### src/rtl/mem_port_arbiter_pkg.sv
// Shared definitions for the instruction-fetch / data-memory port arbiter.
//   - arb_state_t : arbiter FSM states
//   - req_id_t    : requester identity (IF=0, DM=1)
//   - DEF_*       : default address/data widths and ack timeout
package mem_port_arbiter_pkg;

    localparam int DEF_ADDR_W  = 32;
    localparam int DEF_DATA_W  = 32;
    localparam int DEF_TIMEOUT = 15;

    typedef enum logic [1:0] {
        IDLE     = 2'd0,
        SERVE_IF = 2'd1,
        SERVE_DM = 2'd2,
        DRAIN    = 2'd3
    } arb_state_t;

    typedef enum logic {
        REQ_IF = 1'b0,
        REQ_DM = 1'b1
    } req_id_t;

endpackage

### src/rtl/arb_timeout_ctr.sv
// Cycle counter that bounds how long the arbiter waits for mem_ack.
// Ports:
//   clk, rst  - clock, asynchronous active-high reset
//   clear     - restart the count (transaction entry)
//   enable    - count this cycle (busy and no ack)
//   expired   - high in the last tolerated cycle; the arbiter gives up on
//               that edge, so the counter reaches TIMEOUT exactly as the
//               timeout is taken and the pulse lands TIMEOUT cycles after
//               entry.
module arb_timeout_ctr
    import mem_port_arbiter_pkg::*;
#(
    parameter int TIMEOUT = DEF_TIMEOUT
) (
    input  logic clk,
    input  logic rst,
    input  logic clear,
    input  logic enable,
    output logic expired
);

    localparam int          W    = $clog2(TIMEOUT + 1);
    localparam logic [W-1:0] LAST = W'(TIMEOUT - 1);
    localparam logic [W-1:0] MAX  = W'(TIMEOUT);

    logic [W-1:0] cnt;

    always_ff @(posedge clk or posedge rst) begin
        if (rst)
            cnt <= '0;
        else if (clear)
            cnt <= '0;
        else if (enable && cnt != MAX)
            cnt <= cnt + W'(1);
    end

    assign expired = enable && (cnt == LAST);

endmodule

### src/rtl/mem_port_arbiter.sv
// Arbitrates a fetch port (IF) and a data port (DM) onto one single-port
// memory. One transaction in flight at a time; every transaction is
// followed by at least one IDLE cycle. DM wins ties unless DM had the
// previous grant. A fetch flushed mid-flight is drained (memory still
// acked) and its data discarded. A missing ack is abandoned after TIMEOUT
// cycles with timeout_err and a zero-data completion.
// Ports:
//   clk, rst                       - clock, async active-high reset
//   if_req/if_addr/if_flush        - fetch request, address, cancel
//   if_rdata/if_valid/if_stall     - fetch data, completion pulse, stall
//   dm_req/dm_we/dm_addr/dm_wdata  - data request
//   dm_rdata/dm_valid/dm_stall     - load data, completion pulse, stall
//   mem_req/mem_we/mem_addr/mem_wdata/mem_rdata/mem_ack - memory side
//   timeout_err                    - one-cycle pulse on abandoned access
module mem_port_arbiter
    import mem_port_arbiter_pkg::*;
#(
    parameter int ADDR_W  = DEF_ADDR_W,
    parameter int DATA_W  = DEF_DATA_W,
    parameter int TIMEOUT = DEF_TIMEOUT
) (
    input  logic              clk,
    input  logic              rst,
    input  logic              if_req,
    input  logic [ADDR_W-1:0] if_addr,
    input  logic              if_flush,
    output logic [DATA_W-1:0] if_rdata,
    output logic              if_valid,
    output logic              if_stall,
    input  logic              dm_req,
    input  logic              dm_we,
    input  logic [ADDR_W-1:0] dm_addr,
    input  logic [DATA_W-1:0] dm_wdata,
    output logic [DATA_W-1:0] dm_rdata,
    output logic              dm_valid,
    output logic              dm_stall,
    output logic              mem_req,
    output logic              mem_we,
    output logic [ADDR_W-1:0] mem_addr,
    output logic [DATA_W-1:0] mem_wdata,
    input  logic [DATA_W-1:0] mem_rdata,
    input  logic              mem_ack,
    output logic              timeout_err
);

    arb_state_t        state, state_d;
    logic              last_dm, last_dm_d;
    logic              mem_req_d, mem_we_d;
    logic [ADDR_W-1:0] mem_addr_d;
    logic [DATA_W-1:0] mem_wdata_d, if_rdata_d, dm_rdata_d;
    logic              if_valid_d, dm_valid_d, timeout_err_d;
    logic              if_elig, grant;
    req_id_t           grant_id;
    logic              ctr_clear, ctr_enable, expired;

    arb_timeout_ctr #(.TIMEOUT(TIMEOUT)) u_timeout (
        .clk     (clk),
        .rst     (rst),
        .clear   (ctr_clear),
        .enable  (ctr_enable),
        .expired (expired)
    );

    // A flushed fetch is not a candidate for a grant.
    assign if_elig = if_req & ~if_flush;

    // Any non-IDLE state has a transaction outstanding on the memory.
    assign ctr_enable = (state != IDLE) & ~mem_ack;

    always_comb begin
        grant    = 1'b0;
        grant_id = REQ_IF;
        if (dm_req && (!if_elig || !last_dm)) begin
            grant    = 1'b1;
            grant_id = REQ_DM;
        end else if (if_elig) begin
            grant    = 1'b1;
            grant_id = REQ_IF;
        end
    end

    always_comb begin
        state_d       = state;
        last_dm_d     = last_dm;
        mem_req_d     = mem_req;
        mem_we_d      = mem_we;
        mem_addr_d    = mem_addr;
        mem_wdata_d   = mem_wdata;
        if_rdata_d    = if_rdata;
        dm_rdata_d    = dm_rdata;
        if_valid_d    = 1'b0;
        dm_valid_d    = 1'b0;
        timeout_err_d = 1'b0;
        ctr_clear     = 1'b0;

        case (state)
            IDLE: begin
                // mem_ack is ignored here: nothing is outstanding.
                if (grant) begin
                    ctr_clear = 1'b1;
                    mem_req_d = 1'b1;
                    last_dm_d = (grant_id == REQ_DM);
                    if (grant_id == REQ_DM) begin
                        state_d     = SERVE_DM;
                        mem_we_d    = dm_we;
                        mem_addr_d  = dm_addr;
                        mem_wdata_d = dm_wdata;
                    end else begin
                        state_d    = SERVE_IF;
                        mem_we_d   = 1'b0;
                        mem_addr_d = if_addr;
                    end
                end
            end

            SERVE_IF: begin
                if (mem_ack) begin
                    state_d   = IDLE;
                    mem_req_d = 1'b0;
                    if (!if_flush) begin
                        if_valid_d = 1'b1;
                        if_rdata_d = mem_rdata;
                    end
                end else if (expired) begin
                    state_d       = IDLE;
                    mem_req_d     = 1'b0;
                    timeout_err_d = 1'b1;
                    // A fetch cancelled in its final cycle gets no completion.
                    if (!if_flush) begin
                        if_valid_d = 1'b1;
                        if_rdata_d = '0;
                    end
                end else if (if_flush) begin
                    // The memory has already seen the request, so it must
                    // still be held until acked; the data is then dropped.
                    state_d   = DRAIN;
                    ctr_clear = 1'b1;
                end
            end

            SERVE_DM: begin
                if (mem_ack) begin
                    state_d    = IDLE;
                    mem_req_d  = 1'b0;
                    dm_valid_d = 1'b1;
                    // Stores leave the last load value in place.
                    if (!mem_we)
                        dm_rdata_d = mem_rdata;
                end else if (expired) begin
                    state_d       = IDLE;
                    mem_req_d     = 1'b0;
                    dm_valid_d    = 1'b1;
                    dm_rdata_d    = '0;
                    timeout_err_d = 1'b1;
                end
            end

            DRAIN: begin
                if (mem_ack) begin
                    state_d   = IDLE;
                    mem_req_d = 1'b0;
                end else if (expired) begin
                    state_d       = IDLE;
                    mem_req_d     = 1'b0;
                    timeout_err_d = 1'b1;
                end
            end

            default: begin
                state_d   = IDLE;
                mem_req_d = 1'b0;
            end
        endcase
    end

    always_ff @(posedge clk or posedge rst) begin
        if (rst) begin
            state       <= IDLE;
            last_dm     <= 1'b0;
            mem_req     <= 1'b0;
            mem_we      <= 1'b0;
            mem_addr    <= '0;
            mem_wdata   <= '0;
            if_rdata    <= '0;
            dm_rdata    <= '0;
            if_valid    <= 1'b0;
            dm_valid    <= 1'b0;
            timeout_err <= 1'b0;
        end else begin
            state       <= state_d;
            last_dm     <= last_dm_d;
            mem_req     <= mem_req_d;
            mem_we      <= mem_we_d;
            mem_addr    <= mem_addr_d;
            mem_wdata   <= mem_wdata_d;
            if_rdata    <= if_rdata_d;
            dm_rdata    <= dm_rdata_d;
            if_valid    <= if_valid_d;
            dm_valid    <= dm_valid_d;
            timeout_err <= timeout_err_d;
        end
    end

    // Stalls are combinational so the requester sees release in the same
    // cycle as the valid pulse; held low during reset like every output.
    assign if_stall = ~rst & if_req & ~if_flush & ~if_valid;
    assign dm_stall = ~rst & dm_req & ~dm_valid;

endmodule

### config.mk
export PLATFORM = sky130hd
export DESIGN_NAME = mem_port_arbiter
export DESIGN_NICKNAME = d
export VERILOG_FILES = /design/src/rtl/mem_port_arbiter_pkg.sv /design/src/rtl/arb_timeout_ctr.sv /design/src/rtl/mem_port_arbiter.sv
export SDC_FILE = /design/constraint.sdc
export NUM_CORES = 1
export LEC_CHECK = 0
export ABC_CLOCK_PERIOD_IN_PS = 5400
export BUFFER_PORTS_ARGS = -buffer_cell sky130_fd_sc_hd__buf_2
export CAP_MARGIN = 10
export CORE_ASPECT_RATIO = 0.7
export CORE_MARGIN = 2
export CORE_UTILIZATION = 49
export CTS_BUF_LIST = sky130_fd_sc_hd__clkbuf_4 sky130_fd_sc_hd__clkbuf_8
export DETAILED_ROUTE_END_ITERATION = 8
export HOLD_SLACK_MARGIN = 0.15
export PLACE_DENSITY = 0.81
export SYNTH_ARGS = -nofsm -noshare
export SYNTH_HDL_FRONTEND = slang
export SYNTH_SLANG_ARGS = --single-unit
### constraint.sdc
create_clock -name clk -period 5.4 [get_ports clk]
set_clock_uncertainty 0.15 [all_clocks]
set_input_delay 1.08 -clock clk [delete_from_list [all_inputs] [get_ports clk]]
set_output_delay 1.08 -clock clk [all_outputs]
set_load 0.05 [all_outputs]
==> out/metrics.csv <==
stage,metric,value,unit
yosys,synthCells,503,
cts,clk_pin_slew_worst_paths,80,ps
floorplan,num_io_pins,270,
sta,setup_violations,0,
cts,cts_inserted_buffers,17,
cts,clockBufferDepth,2,
floorplan,rows,34,
yosys,async_flop_share,1.00,
worst_setup_path,arrival,2560,ps
yosys,synth_seq_cells,140,
sta,period_share,0.703,
worst_setup_path,cp-startpoint,dm_req,
worst_setup_path,r2r_start,state[0],
route,wl_met1,7640,um
cells_and_area,drive_gt1_frac,0.461,
sta,period_needed,3790,ps
yosys,synth_top_area_share,0.557,
power,powerDensity,769,nW/um^2
route,met2_length,8380,um
route,wl_per_cell,19.0,um
power,leakage,4.10,nW
yosys,yosysTopAreaCell,dfrtp_1,
cells_and_area,final_util,0.651,
cts,postCtsSetupBuffers,0,
flow_run,cap_violations,0,
worst_setup_path,cp-start-kind,input port,
global_routing,grt_overflow,0,
worst_setup_path,cp_slowest_stage_delay,490,ps
cells_and_area,nFillCells,986,
worst_setup_path,timing.critical_path.buf_inv,3,
floorplan,start_util,0.505,
power,p_total,6.24,mW
route,vias,5412,
sta,rsz0062_at_grt,no,
yosys,ys.flop_type,dfrtp_1,
route,top_layer_used,met4,
cts,insertion_delay,420,ps
global_routing,grt_pass1_vias,5410,
worst_hold_path,hold_path.startpoint,if_rdata[20],
global_routing,grt_max_degree,104,
yosys,synth_edf_count,0,
floorplan,fp.dieW,139,um
floorplan,core,12500,sq um
placement,place_congestion,0.860,
worst_setup_path,path_common_cell,buf_2,
yosys,yosysMostFrequentCell,dfrtp_1,
cts,cts-resized-gates,0,
sta,drv_slew,0,
floorplan,design.die.area,13800,sq um
power,peakVddDrop,0.000500,V
yosys,syn-num-nets,640,
route,met3WireLength,1210,um
worst_setup_path,cp_data_required_time,4170,ps
cts,postCtsHoldBufs,0,
global_routing,grt_pass1_wl,28100,um
sta,slew_headroom,0.276,
route,antenna_left,0,
yosys,synthesis.area,6290,sq um
worst_setup_path,path_class,input port to output pin,
floorplan,die_h,98.8,um
placement,hpwl,11800,um
cells_and_area,syn2layout_area_growth,29.0,%
cts,clock-sinks,140,
route,vias_per_cell,5.87,
yosys,synth.area.top_cells,"dfrtp_1, a22o_1, mux2_4, a2bb2oi_1, a221oi_1",
global_routing,grt_use_total,0.253,
yosys,yosysSeqAreaShare,0.557,
worst_setup_path,cp_slowest_cell,inv_1,
cells_and_area,n_antenna_cell,0,
yosys,ys_top_cells_by_count,"dfrtp_1, a22o_1, clkbuf_1, o21ai_0, a2bb2oi_1",
cells_and_area,final_cells,922,
sta,max_freq,264,MHz
cts,cts.htree.levels,4,
yosys,synth.distinct_cells,36,
cts,cts_root_buffer,clkbuf_8,
cells_and_area,fin_area,8120,sq um
placement,post_dp_cell_area,7680,sq um
sta,worst_pin_slew,1080,ps
route,drt_first_iter_violations,290,
placement,place_inst,888,
cts,tritoncts,yes,
route,detail_route.drc_violations,0,
worst_setup_path,path_max_fanout,33,
yosys,synth.avg_cell_area,12.5,sq um
global_routing,antenna_found_initial,0,
cells_and_area,nNetsFinal,884,
worst_setup_path,critPathTopFamily,buffers and inverters,
worst_setup_path,cp_cell_sequence,"buf_2, inv_1, nor3_1, buf_2",
route,drt_wl_total,17500,um
worst_hold_path,hold_class,register to register,
worst_setup_path,critPathCaptureType,output pin,
sta,hold_viol_final,0,
status,run_status,finished clean,
yosys,yosys_warnings,0,
placement,portBuffers,269,
sta,finalSetupTns,0,ps
route,first_pass_iters,6,
-- sequential cells by signal (all words and copies together) (netlist names) --
signal         count
dm_rdata          32
if_rdata          32
mem_addr          32
mem_wdata         32
u_timeout.cnt      4
state              2
dm_valid           1
if_valid           1
last_dm            1
mem_req            1
mem_we             1
timeout_err        1
-- report_power, final --
group	internal, mW	switching (mW)	total, mW
sequential	1.56	0.347	1.91
combinational	1.01	2.48	3.50
clock	0.430	0.411	0.841
total	3.00	3.24	6.24
-- area by class of cell --
| cell class | count | area, sq um | share of cell area |
|---|---|---|---|
| multi-input combinational | 299 | 2520 | 0.311 |
| clock buffer | 19 | 255 | 0.0314 |
| timing repair buffer | 280 | 1460 | 0.179 |
| sequential | 140 | 3500 | 0.431 |
| inverter | 9 | 38.8 | 0.00478 |
| clock inverter | 13 | 141 | 0.0174 |
| tap | 162 | 203 | 0.0250 |
-- cells in the final DEF (no fill, tap or decap), types with 2 or more instances in the layout --
cell type / count
inv_6: 3
nor4_1: 2
o21ai_0: 34
and3_1: 2
clkbuf_8: 18
nor2_1: 3
a22o_1: 96
nor3_1: 4
a2bb2oi_1: 33
and2_1: 32
clkinv_4: 3
buf_2: 269
buf_4: 9
dfrtp_1: 140
bufinv_16: 2
a21oi_1: 3
a221oi_1: 32
mux2_4: 27
clkinv_2: 3
inv_1: 8
nand3_1: 6
ha_1: 2
mux2_2: 5
clkinvlp_4: 3
-- worst paths after layout --
kind	endpoint	slack (ps)	cells past startpoint
min in group asynchronous	mem_addr[3]	710	2
hold / removal	if_rdata[20]	350	1
hold reg to reg	if_rdata[20]	350	1
setup / recovery	dm_stall	1610	4
setup reg to reg	mem_wdata[13]	2760	4
max in group asynchronous	mem_wdata[17]	3320	3
-- per-stage QoR --
step	worst slack [ps]	hold WS [ps]
floorplan	417	372
global placement	1660	328
detailed placement	1650	328
CTS	1650	353
global route	1460	368
finish	1610	352
-- kinds of logic after synthesis --
group	Yosys count	share of synthesized area
compound gates	208	0.266
fa+ha+maj	2	0.00397
buf+inv	64	0.0457
flops	140	0.557
mux	32	0.0733
simple gates	57	0.0545
-- per-layer routing --
| metal | vias up | global-route usage |
|---|---|---|
| met1 | 2721 | 0.346 |
| li1 | 2424 | - |
| met4 | 0 | 0.0730 |
| met5 | - | 0 |
| met2 | 241 | 0.413 |
| met3 | 26 | 0.0554 |
Power figures use the tool's default switching activity.
